**src/rtl/mbist_march_ctrl.sv**
```systemverilog
// mbist_march_ctrl: March C- memory BIST sequencer with in-line read checking.
//
// Runs the six March C- elements against a single-port synchronous memory,
// issuing one op per clock. Write data is presented one cycle ahead of its
// write command. Read data returns two cycles after the command, and each
// read is checked against its expected background three edges after it
// was issued.
//
// Ports:
//   clk, rst        clock (posedge) and asynchronous active-high reset
//   start           one-cycle request to begin a test (ignored while busy)
//   mem_write_read  1 = write, 0 = read (registered)
//   mem_address     memory address (registered)
//   mem_wdata       data of the op issued on the next edge
//   mem_rdata       memory read data
//   busy / done     test in progress / test complete (done held until restart)
//   fail            sticky mismatch flag
//   fail_count      saturating count of mismatching reads
//   fail_addr       address of the first mismatch
//   fail_data       read data of the first mismatch
module mbist_march_ctrl #(
  parameter int unsigned DATA_WIDTH = 8,
  parameter int unsigned ADDR_WIDTH = 4,
  parameter int unsigned NUM_WORDS  = 16,
  parameter int unsigned CNT_WIDTH  = 8
) (
  input  logic                  clk,
  input  logic                  rst,
  input  logic                  start,
  output logic                  mem_write_read,
  output logic [ADDR_WIDTH-1:0] mem_address,
  output logic [DATA_WIDTH-1:0] mem_wdata,
  input  logic [DATA_WIDTH-1:0] mem_rdata,
  output logic                  busy,
  output logic                  done,
  output logic                  fail,
  output logic [CNT_WIDTH-1:0]  fail_count,
  output logic [ADDR_WIDTH-1:0] fail_addr,
  output logic [DATA_WIDTH-1:0] fail_data
);

  localparam int unsigned ELEM_WIDTH = 3;
  localparam logic [ELEM_WIDTH-1:0] ELEM_LAST = 3'd5;
  localparam logic [ADDR_WIDTH-1:0] ADDR_LAST = ADDR_WIDTH'(NUM_WORDS - 1);
  localparam logic [DATA_WIDTH-1:0] BG_ZERO   = '0;
  localparam logic [DATA_WIDTH-1:0] BG_ONE    = '1;

  typedef enum logic [1:0] {
    ST_IDLE,
    ST_RUN,
    ST_DRAIN,
    ST_DONE
  } state_t;

  // Elements 1..4 are read-then-write pairs on one address.
  function automatic logic is_pair(input logic [ELEM_WIDTH-1:0] e);
    return (e >= 3'd1) && (e <= 3'd4);
  endfunction

  // Elements 3 and 4 walk the address space downwards.
  function automatic logic is_desc(input logic [ELEM_WIDTH-1:0] e);
    return (e == 3'd3) || (e == 3'd4);
  endfunction

  function automatic logic op_is_write(input logic [ELEM_WIDTH-1:0] e, input logic ph);
    logic w;
    case (e)
      3'd0:    w = 1'b1;
      3'd5:    w = 1'b0;
      default: w = ph;
    endcase
    return w;
  endfunction

  // Background for the op: written value for writes, expected value for reads.
  function automatic logic [DATA_WIDTH-1:0] op_data(input logic [ELEM_WIDTH-1:0] e,
                                                    input logic ph);
    logic [DATA_WIDTH-1:0] d;
    case (e)
      3'd1, 3'd3: d = ph ? BG_ONE : BG_ZERO;
      3'd2, 3'd4: d = ph ? BG_ZERO : BG_ONE;
      default:    d = BG_ZERO;
    endcase
    return d;
  endfunction

  state_t                  state_q;
  // Pointer to the op that will be issued on the next edge.
  logic [ELEM_WIDTH-1:0]   elem_q;
  logic [ADDR_WIDTH-1:0]   addr_q;
  logic                    ph_q;
  logic [ELEM_WIDTH-1:0]   elem_d;
  logic [ADDR_WIDTH-1:0]   addr_d;
  logic                    ph_d;
  logic [ELEM_WIDTH-1:0]   elem_inc_c;
  logic                    elem_end_c;

  // Read-check pipeline: stage 2 lines up with the returning read data.
  logic [2:0]              rd_vld_q;
  logic [DATA_WIDTH-1:0]   rd_exp_q  [3];
  logic [ADDR_WIDTH-1:0]   rd_addr_q [3];

  logic                    cur_we_c;
  logic [DATA_WIDTH-1:0]   cur_data_c;
  logic [DATA_WIDTH-1:0]   nxt_data_c;
  logic                    last_op_c;
  logic                    issue_c;
  logic                    mismatch_c;

  assign cur_we_c   = op_is_write(elem_q, ph_q);
  assign cur_data_c = op_data(elem_q, ph_q);
  assign nxt_data_c = op_data(elem_d, ph_d);
  assign last_op_c  = (elem_q == ELEM_LAST) && (addr_q == ADDR_LAST);
  assign issue_c    = (state_q == ST_RUN) ||
                      (((state_q == ST_IDLE) || (state_q == ST_DONE)) && start);
  assign mismatch_c = rd_vld_q[2] && (mem_rdata != rd_exp_q[2]);

  // Successor of the op pointer; the address only wraps at element ends.
  always_comb begin
    elem_d     = elem_q;
    addr_d     = addr_q;
    ph_d       = 1'b0;
    elem_inc_c = elem_q + 3'd1;
    elem_end_c = is_desc(elem_q) ? (addr_q == '0) : (addr_q == ADDR_LAST);
    if (is_pair(elem_q) && !ph_q) begin
      ph_d = 1'b1;
    end else if (elem_end_c) begin
      elem_d = elem_inc_c;
      addr_d = is_desc(elem_inc_c) ? ADDR_LAST : '0;
    end else if (is_desc(elem_q)) begin
      addr_d = addr_q - ADDR_WIDTH'(1);
    end else begin
      addr_d = addr_q + ADDR_WIDTH'(1);
    end
  end

  // Sequencer, memory-side outputs, read checking and status.
  always_ff @(posedge clk or posedge rst) begin
    if (rst) begin
      state_q        <= ST_IDLE;
      elem_q         <= '0;
      addr_q         <= '0;
      ph_q           <= 1'b0;
      mem_write_read <= 1'b0;
      mem_address    <= '0;
      mem_wdata      <= '0;
      busy           <= 1'b0;
      done           <= 1'b0;
      fail           <= 1'b0;
      fail_count     <= '0;
      fail_addr      <= '0;
      fail_data      <= '0;
      rd_vld_q       <= '0;
      for (int i = 0; i < 3; i++) begin
        rd_exp_q[i]  <= '0;
        rd_addr_q[i] <= '0;
      end
    end else begin
      rd_vld_q     <= {rd_vld_q[1:0], 1'b0};
      rd_exp_q[1]  <= rd_exp_q[0];
      rd_exp_q[2]  <= rd_exp_q[1];
      rd_addr_q[1] <= rd_addr_q[0];
      rd_addr_q[2] <= rd_addr_q[1];

      if (mismatch_c) begin
        fail <= 1'b1;
        if (fail_count != '1) begin
          fail_count <= fail_count + CNT_WIDTH'(1);
        end
        if (!fail) begin
          fail_addr <= rd_addr_q[2];
          fail_data <= mem_rdata;
        end
      end

      if (issue_c) begin
        mem_write_read <= cur_we_c;
        mem_address    <= addr_q;
        mem_wdata      <= nxt_data_c;
        rd_vld_q[0]    <= ~cur_we_c;
        rd_exp_q[0]    <= cur_data_c;
        rd_addr_q[0]   <= addr_q;
        elem_q         <= elem_d;
        addr_q         <= addr_d;
        ph_q           <= ph_d;
      end else begin
        mem_write_read <= 1'b0;
        mem_address    <= '0;
        mem_wdata      <= '0;
      end

      case (state_q)
        ST_IDLE, ST_DONE: begin
          // Pipeline is empty here, so clearing cannot race a compare.
          if (start) begin
            state_q    <= ST_RUN;
            busy       <= 1'b1;
            done       <= 1'b0;
            fail       <= 1'b0;
            fail_count <= '0;
            fail_addr  <= '0;
            fail_data  <= '0;
          end
        end
        ST_RUN: begin
          if (last_op_c) begin
            state_q   <= ST_DRAIN;
            mem_wdata <= '0;
            elem_q    <= '0;
            addr_q    <= '0;
            ph_q      <= 1'b0;
          end
        end
        ST_DRAIN: begin
          // Only the final read remains in stage 2: its compare is this edge.
          if (rd_vld_q[1:0] == 2'b00) begin
            state_q <= ST_DONE;
            busy    <= 1'b0;
            done    <= 1'b1;
          end
        end
        default: state_q <= ST_IDLE;
      endcase
    end
  end

endmodule

```
**config.mk**
```make
export PLATFORM = sky130hd
export DESIGN_NAME = mbist_march_ctrl
export DESIGN_NICKNAME = d
export VERILOG_FILES = /design/src/rtl/mbist_march_ctrl.sv
export SDC_FILE = /design/constraint.sdc
export NUM_CORES = 1
export LEC_CHECK = 0
export ABC_AREA = 1
export CORE_MARGIN = 2
export CORE_UTILIZATION = 58
export CTS_CLUSTER_SIZE = 12
export DETAILED_ROUTE_END_ITERATION = 16
export PLACE_DENSITY_LB_ADDON = 0.2
export SYNTH_ARGS = -nofsm -noshare
export SYNTH_HDL_FRONTEND = slang
export SYNTH_SLANG_ARGS = --single-unit
```
**constraint.sdc**
```tcl
create_clock -name clk -period 3.3 [get_ports clk]
set_input_delay 0.825 -clock clk [delete_from_list [all_inputs] [get_ports clk]]
set_output_delay 0.825 -clock clk [all_outputs]
set_load 0.005 [all_outputs]
```
# After elaboration in Yosys (flattened, before gate mapping)
# Cells that the tools add are included.
[totals] out_inout_bits=36 register_bits=85 elab_cells=124
[classes] reduce_logical=22 addsub=4 mux=55 n_eq_ne=20 magnitude_cmp=2 bitwise=1
[op_table] op="$mux 8" n=15
[op_table] op="$mux 4" n=12
[op_table] op="$pmux 8 s2" n=2
[op_table] op="$eq 3x2->1 const B" n=5
[op_table] op="$mux 3" n=5
[op_table] op="$mux 1" n=14
[op_table] op="$eq 3x3->1 const B" n=4
[op_table] op="$reduce_or 2->1" n=5
[op_table] op="$add 8x1->8 const B" n=1
[op_table] op="$ne 8x8->1" n=1
[op_table] op="$ne 8x8->1 const B" n=1
[op_table] op="$eq 3x1->1 const B" n=2
[op_table] op="$mux 2" n=3
[op_table] op="$ne 2x2->1 const B" n=3
[op_table] op="$pmux 1 s2" n=3
[op_table] op="$pmux 2 s3" n=1
[op_table] op="$reduce_and 3->1" n=2
[op_table] op="$logic_and 1x1->1" n=5
[op_table] op="$add 4x1->4 const B" n=1
[op_table] op="$eq 2x2->1 const B" n=2
[op_table] op="$eq 4x4->1 const B" n=1
[op_table] op="$logic_not 2->1" n=2
[op_table] op="$logic_not 4->1" n=1
[op_table] op="$logic_or 1x1->1" n=4
[op_table] op="other kinds (9)" n=9

# Depth between registers and ports, before layout
[depth] word_depth=11 depth_mapped=13

# Least setup slack after synthesis
# No wires, ideal clock.
[synth_path] path_kind="input to register" startpoint="in mem_rdata[0]" endpoint="reg fail_addr[0]" t_arrival_ps=1689 required_ps=3183 stages=8 setup_slack_ps=1494 path_buffers=1 cell_sequence="or2_1 -> nor3_4 -> nor2_4 -> nand2_4 -> buf_6 -> nand2_1 -> nand2_1 -> nor2_1"
[synth_via] elab_chain_len=5
[synth_rtl] item="start, declared" line="33" source="input logic [DATA_WIDTH-1:0] mem_rdata,"
[synth_rtl] item="$ne 8x8->1 (*)" line="116" source="assign mismatch_c = rd_vld_q[2] && (mem_rdata != rd_exp_q[2]);"
[synth_rtl] item="$logic_and 1x1->1 (*)" line="116"
[synth_rtl] item="$mux 4 (*)" line="165" source="if (mismatch_c) begin"
[synth_rtl] item="$mux 4" line="195" source="if (start) begin"
[synth_rtl] item="$mux 4 (*)" line="192" source="case (state_q)"
[synth_rtl] item="end signal, assigned" line="171" source="fail_addr <= rd_addr_q[2];"
[synth_rtl] item="end, declared" line="38" source="output logic [ADDR_WIDTH-1:0] fail_addr,"
# Mark *: on every way between the ends. The rest lies on a longest branch, timed or not.
# A chain may end at the register's enable or synchronous reset.

# Final worst setup path
[layout_path] startpoint="in start" endpoint="reg addr_q[0]"
[layout_via] elab_chain_len=5
[layout_rtl] item="start, declared" line="29" source="input logic start,"
[layout_rtl] item="$logic_and 1x1->1 (*)" line="115" source="(((state_q == ST_IDLE) || (state_q == ST_DONE)) && start);"
[layout_rtl] item="$logic_or 1x1->1 (*)" line="114" source="assign issue_c = (state_q == ST_RUN) ||"
[layout_rtl] item="$mux 4 (*)" line="176" source="if (issue_c) begin"
[layout_rtl] item="$mux 4" line="206" source="if (last_op_c) begin"
[layout_rtl] item="$mux 4 (*)" line="192"
[layout_rtl] item="end signal, assigned" line="184" source="addr_q <= addr_d;"
[layout_rtl] item="end, declared" line="90" source="logic [ADDR_WIDTH-1:0] addr_q;"
# Marks and branches as above.

==> results.sh <==
export IMPL_status="complete, no violations"
export IMPL_cts_repair_resized=0
export IMPL_worst_slack_ps=1030
export IMPL_gp_congestion=0.851
export IMPL_die_area_um2=5760
export IMPL_worst_pin_slew_ps=601
export IMPL_synth_top_area_share=0.476
export IMPL_yosys_area_top_type="dfrtp_1"
export IMPL_hpwl_um=3880
export IMPL_clk_latency_ps=330
export IMPL_rsz0062_at_grt="false"
export IMPL_final_setup_tns_ps=0
export IMPL_coreArea_um2=5040
export IMPL_setup_violations=0
export IMPL_area_growth_pct=22.1
export IMPL_routed_wl_um=5460
export IMPL_viasPerCell=4.84
export IMPL_post_route_min_period_ps=2270
export IMPL_die_h_um=75.9
export IMPL_drive_above_1_share=0.111
export IMPL_grt_max_degree=31
export IMPL_min_from="rd_addr_q[4]"
export IMPL_clockRootBuffer="clkbuf_8"
export IMPL_criticalPathCategory="in -> reg"
export IMPL_io_pins=47
export IMPL_ys_seq_area_frac=0.476
export IMPL_antenna_found_initial=0
export IMPL_worstPathArrival_ps=2480
export IMPL_drc=0
export IMPL_ant_nets=0
export IMPL_finalPower_uw=3610
export IMPL_whs_ps=345
export IMPL_slew_viol_final=0
export IMPL_post_cts_setup_buffers=0
export IMPL_r2r_start="state_q[0]"
export IMPL_setup_worst_path_end_class="flip-flop"
export IMPL_hold_viol_final=0
export IMPL_avgSynthCellArea_um2=8.21
export IMPL_power_density_nw_per_um2=987
export IMPL_critPathMaxFanout=19
export IMPL_drt_iter0_markers=152
export IMPL_grt_usage=0.211
export IMPL_n_antenna_cell=0
export IMPL_nNetsFinal=434
export IMPL_rows=26
export IMPL_final_core_util=0.726
export IMPL_grt_overflow=0
export IMPL_p_leak_uw=0.00189
export IMPL_numCtsBuffers=9
export IMPL_syn_cell_area_um2=3000
export IMPL_cts_tree="yes"
export IMPL_post_drt_wl_per_cell_um=11.3
export IMPL_place_ws_ps=691
export IMPL_maxCapViolations=0
export IMPL_timing_slew_headroom=0.599
export IMPL_required_ps=3510
export IMPL_crit_path_start="start"
export IMPL_start_kind="input pin"
export IMPL_cts_hold_buf=0
export IMPL_vias=2348
export IMPL_die_w_um=75.9
export IMPL_grt_pass1_wl_um=9100
export IMPL_start_util=0.594
export IMPL_io_buffer_count=46
export IMPL_cts_sinks=57
export IMPL_hold_class="reg -> reg"
export IMPL_htree_levels=3
export IMPL_clockBufferDepth=2
export IMPL_yosysWarnings=0
export IMPL_synthCells=365
export IMPL_whs_path_depth=0
export IMPL_rr_worst_depth=12
export IMPL_ys_ff_latch=57
export IMPL_max_freq_ghz=0.440
export IMPL_dr_pass1_iters=4
export IMPL_skew_ps=6.91
export IMPL_grt_pass1_vias=2102
export IMPL_irDropWorstVdd_mv=0.572
export IMPL_synth_nets=389
export IMPL_ys_top_cells_by_area="dfrtp_1 (48%), nand2_1 (9.9%), nor2_1 (8.0%)"
export IMPL_ys_types=36
export IMPL_clkSlewWorstSetupHoldPaths_ps=70
export IMPL_min_period_over_period=0.688
logic make-up (layout without fill, tap and decap cells):
group	count (synthesis)	in the layout	share of synthesized area
compound gates	37	37	0.0676
flops	57	57	0.476
buf+inv	71	121	0.108
xor+xnor	6	6	0.0175
fa+ha+maj	13	13	0.0568
simple gates	181	181	0.274
cell type report:
| cell class | instances | area, um2 |
|---|---|---|
| well taps | 70 | 87.6 |
| fillers | 411 | 1380 |
| inverters | 58 | 223 |
| clock inverters | 6 | 57.6 |
| flip-flops and latches | 57 | 1430 |
| repair buffers | 47 | 480 |
| multi-input cells | 237 | 1250 |
| clock buffers | 10 | 138 |
metal layers:
metal	share of wire	track usage
met4	0.010	0.0916
met1	0.46	0.260
met2	0.48	0.346
met5	0	0
met3	0.049	0.0582
cells in the final DEF (no fill, tap or decap), drive strengths merged, types with 3 or more instances in the layout:
master,Yosys,routed
a21oi,7,7
clkbuf,0,10
clkdlybuf4s50,0,46
clkinv,0,4
dfrtp,57,57
ha,12,12
inv,58,58
nand2,89,89
nand3,14,14
nor2,68,68
nor3,4,4
o211ai,3,3
o21ai,23,23
xor2,5,5
cell usage after synthesis, drive strengths merged:
library cell	count
fa	1
o211ai	3
nand3b	2
nand4	2
xor2	5
or2	1
dfrtp	57
ha	12
o22ai	2
o21ai	23
a21oi	7
xnor2	1
nand3	14
buf	13
nor3	4
a21boi	1
nor2	68
inv	58
a31oi	1
nor4	1
nand2	89
flip-flops by register name (all words and copies together) (netlist names), 4 cells and up:
name         cells
rd_addr_q       12
addr_q           4
fail_data        8
mem_address      4
fail_addr        4
fail_count       8
critical path, stage by stage:
cell and delay [ps]:
clkdlybuf4s50_1 520, nand2_4 240, inv_4 70, nor2_4 280
inv_4 110, nand2_2 110, inv_2 30, nand2_1 100
inv_2 50, o21ai_1 60, a21boi_1 70
power breakdown:
| group | total [uW] | internal, uW | switching (uW) |
|---|---|---|---|
| combinational | 1750 | 763 | 985 |
| clock | 633 | 363 | 270 |
| sequential | 1230 | 1010 | 219 |
final timing paths:
path                                end  slack, ps
setup / recovery              addr_q[0]       1030
max in group asynchronous     elem_q[0]       1850
setup reg to reg              addr_q[0]       1170
hold reg to reg            rd_addr_q[0]        340
min in group asynchronous  fail_addr[1]        880
hold / removal             rd_addr_q[0]        340
stage by stage:
stage               instance area, um2  std cells
finish                            3660        485
global route                      3660        485
CTS                               3660        485
detailed placement                3460        469
global placement                  3460        469
floorplan                         3000        365
Power figures use the tool's default switching activity.
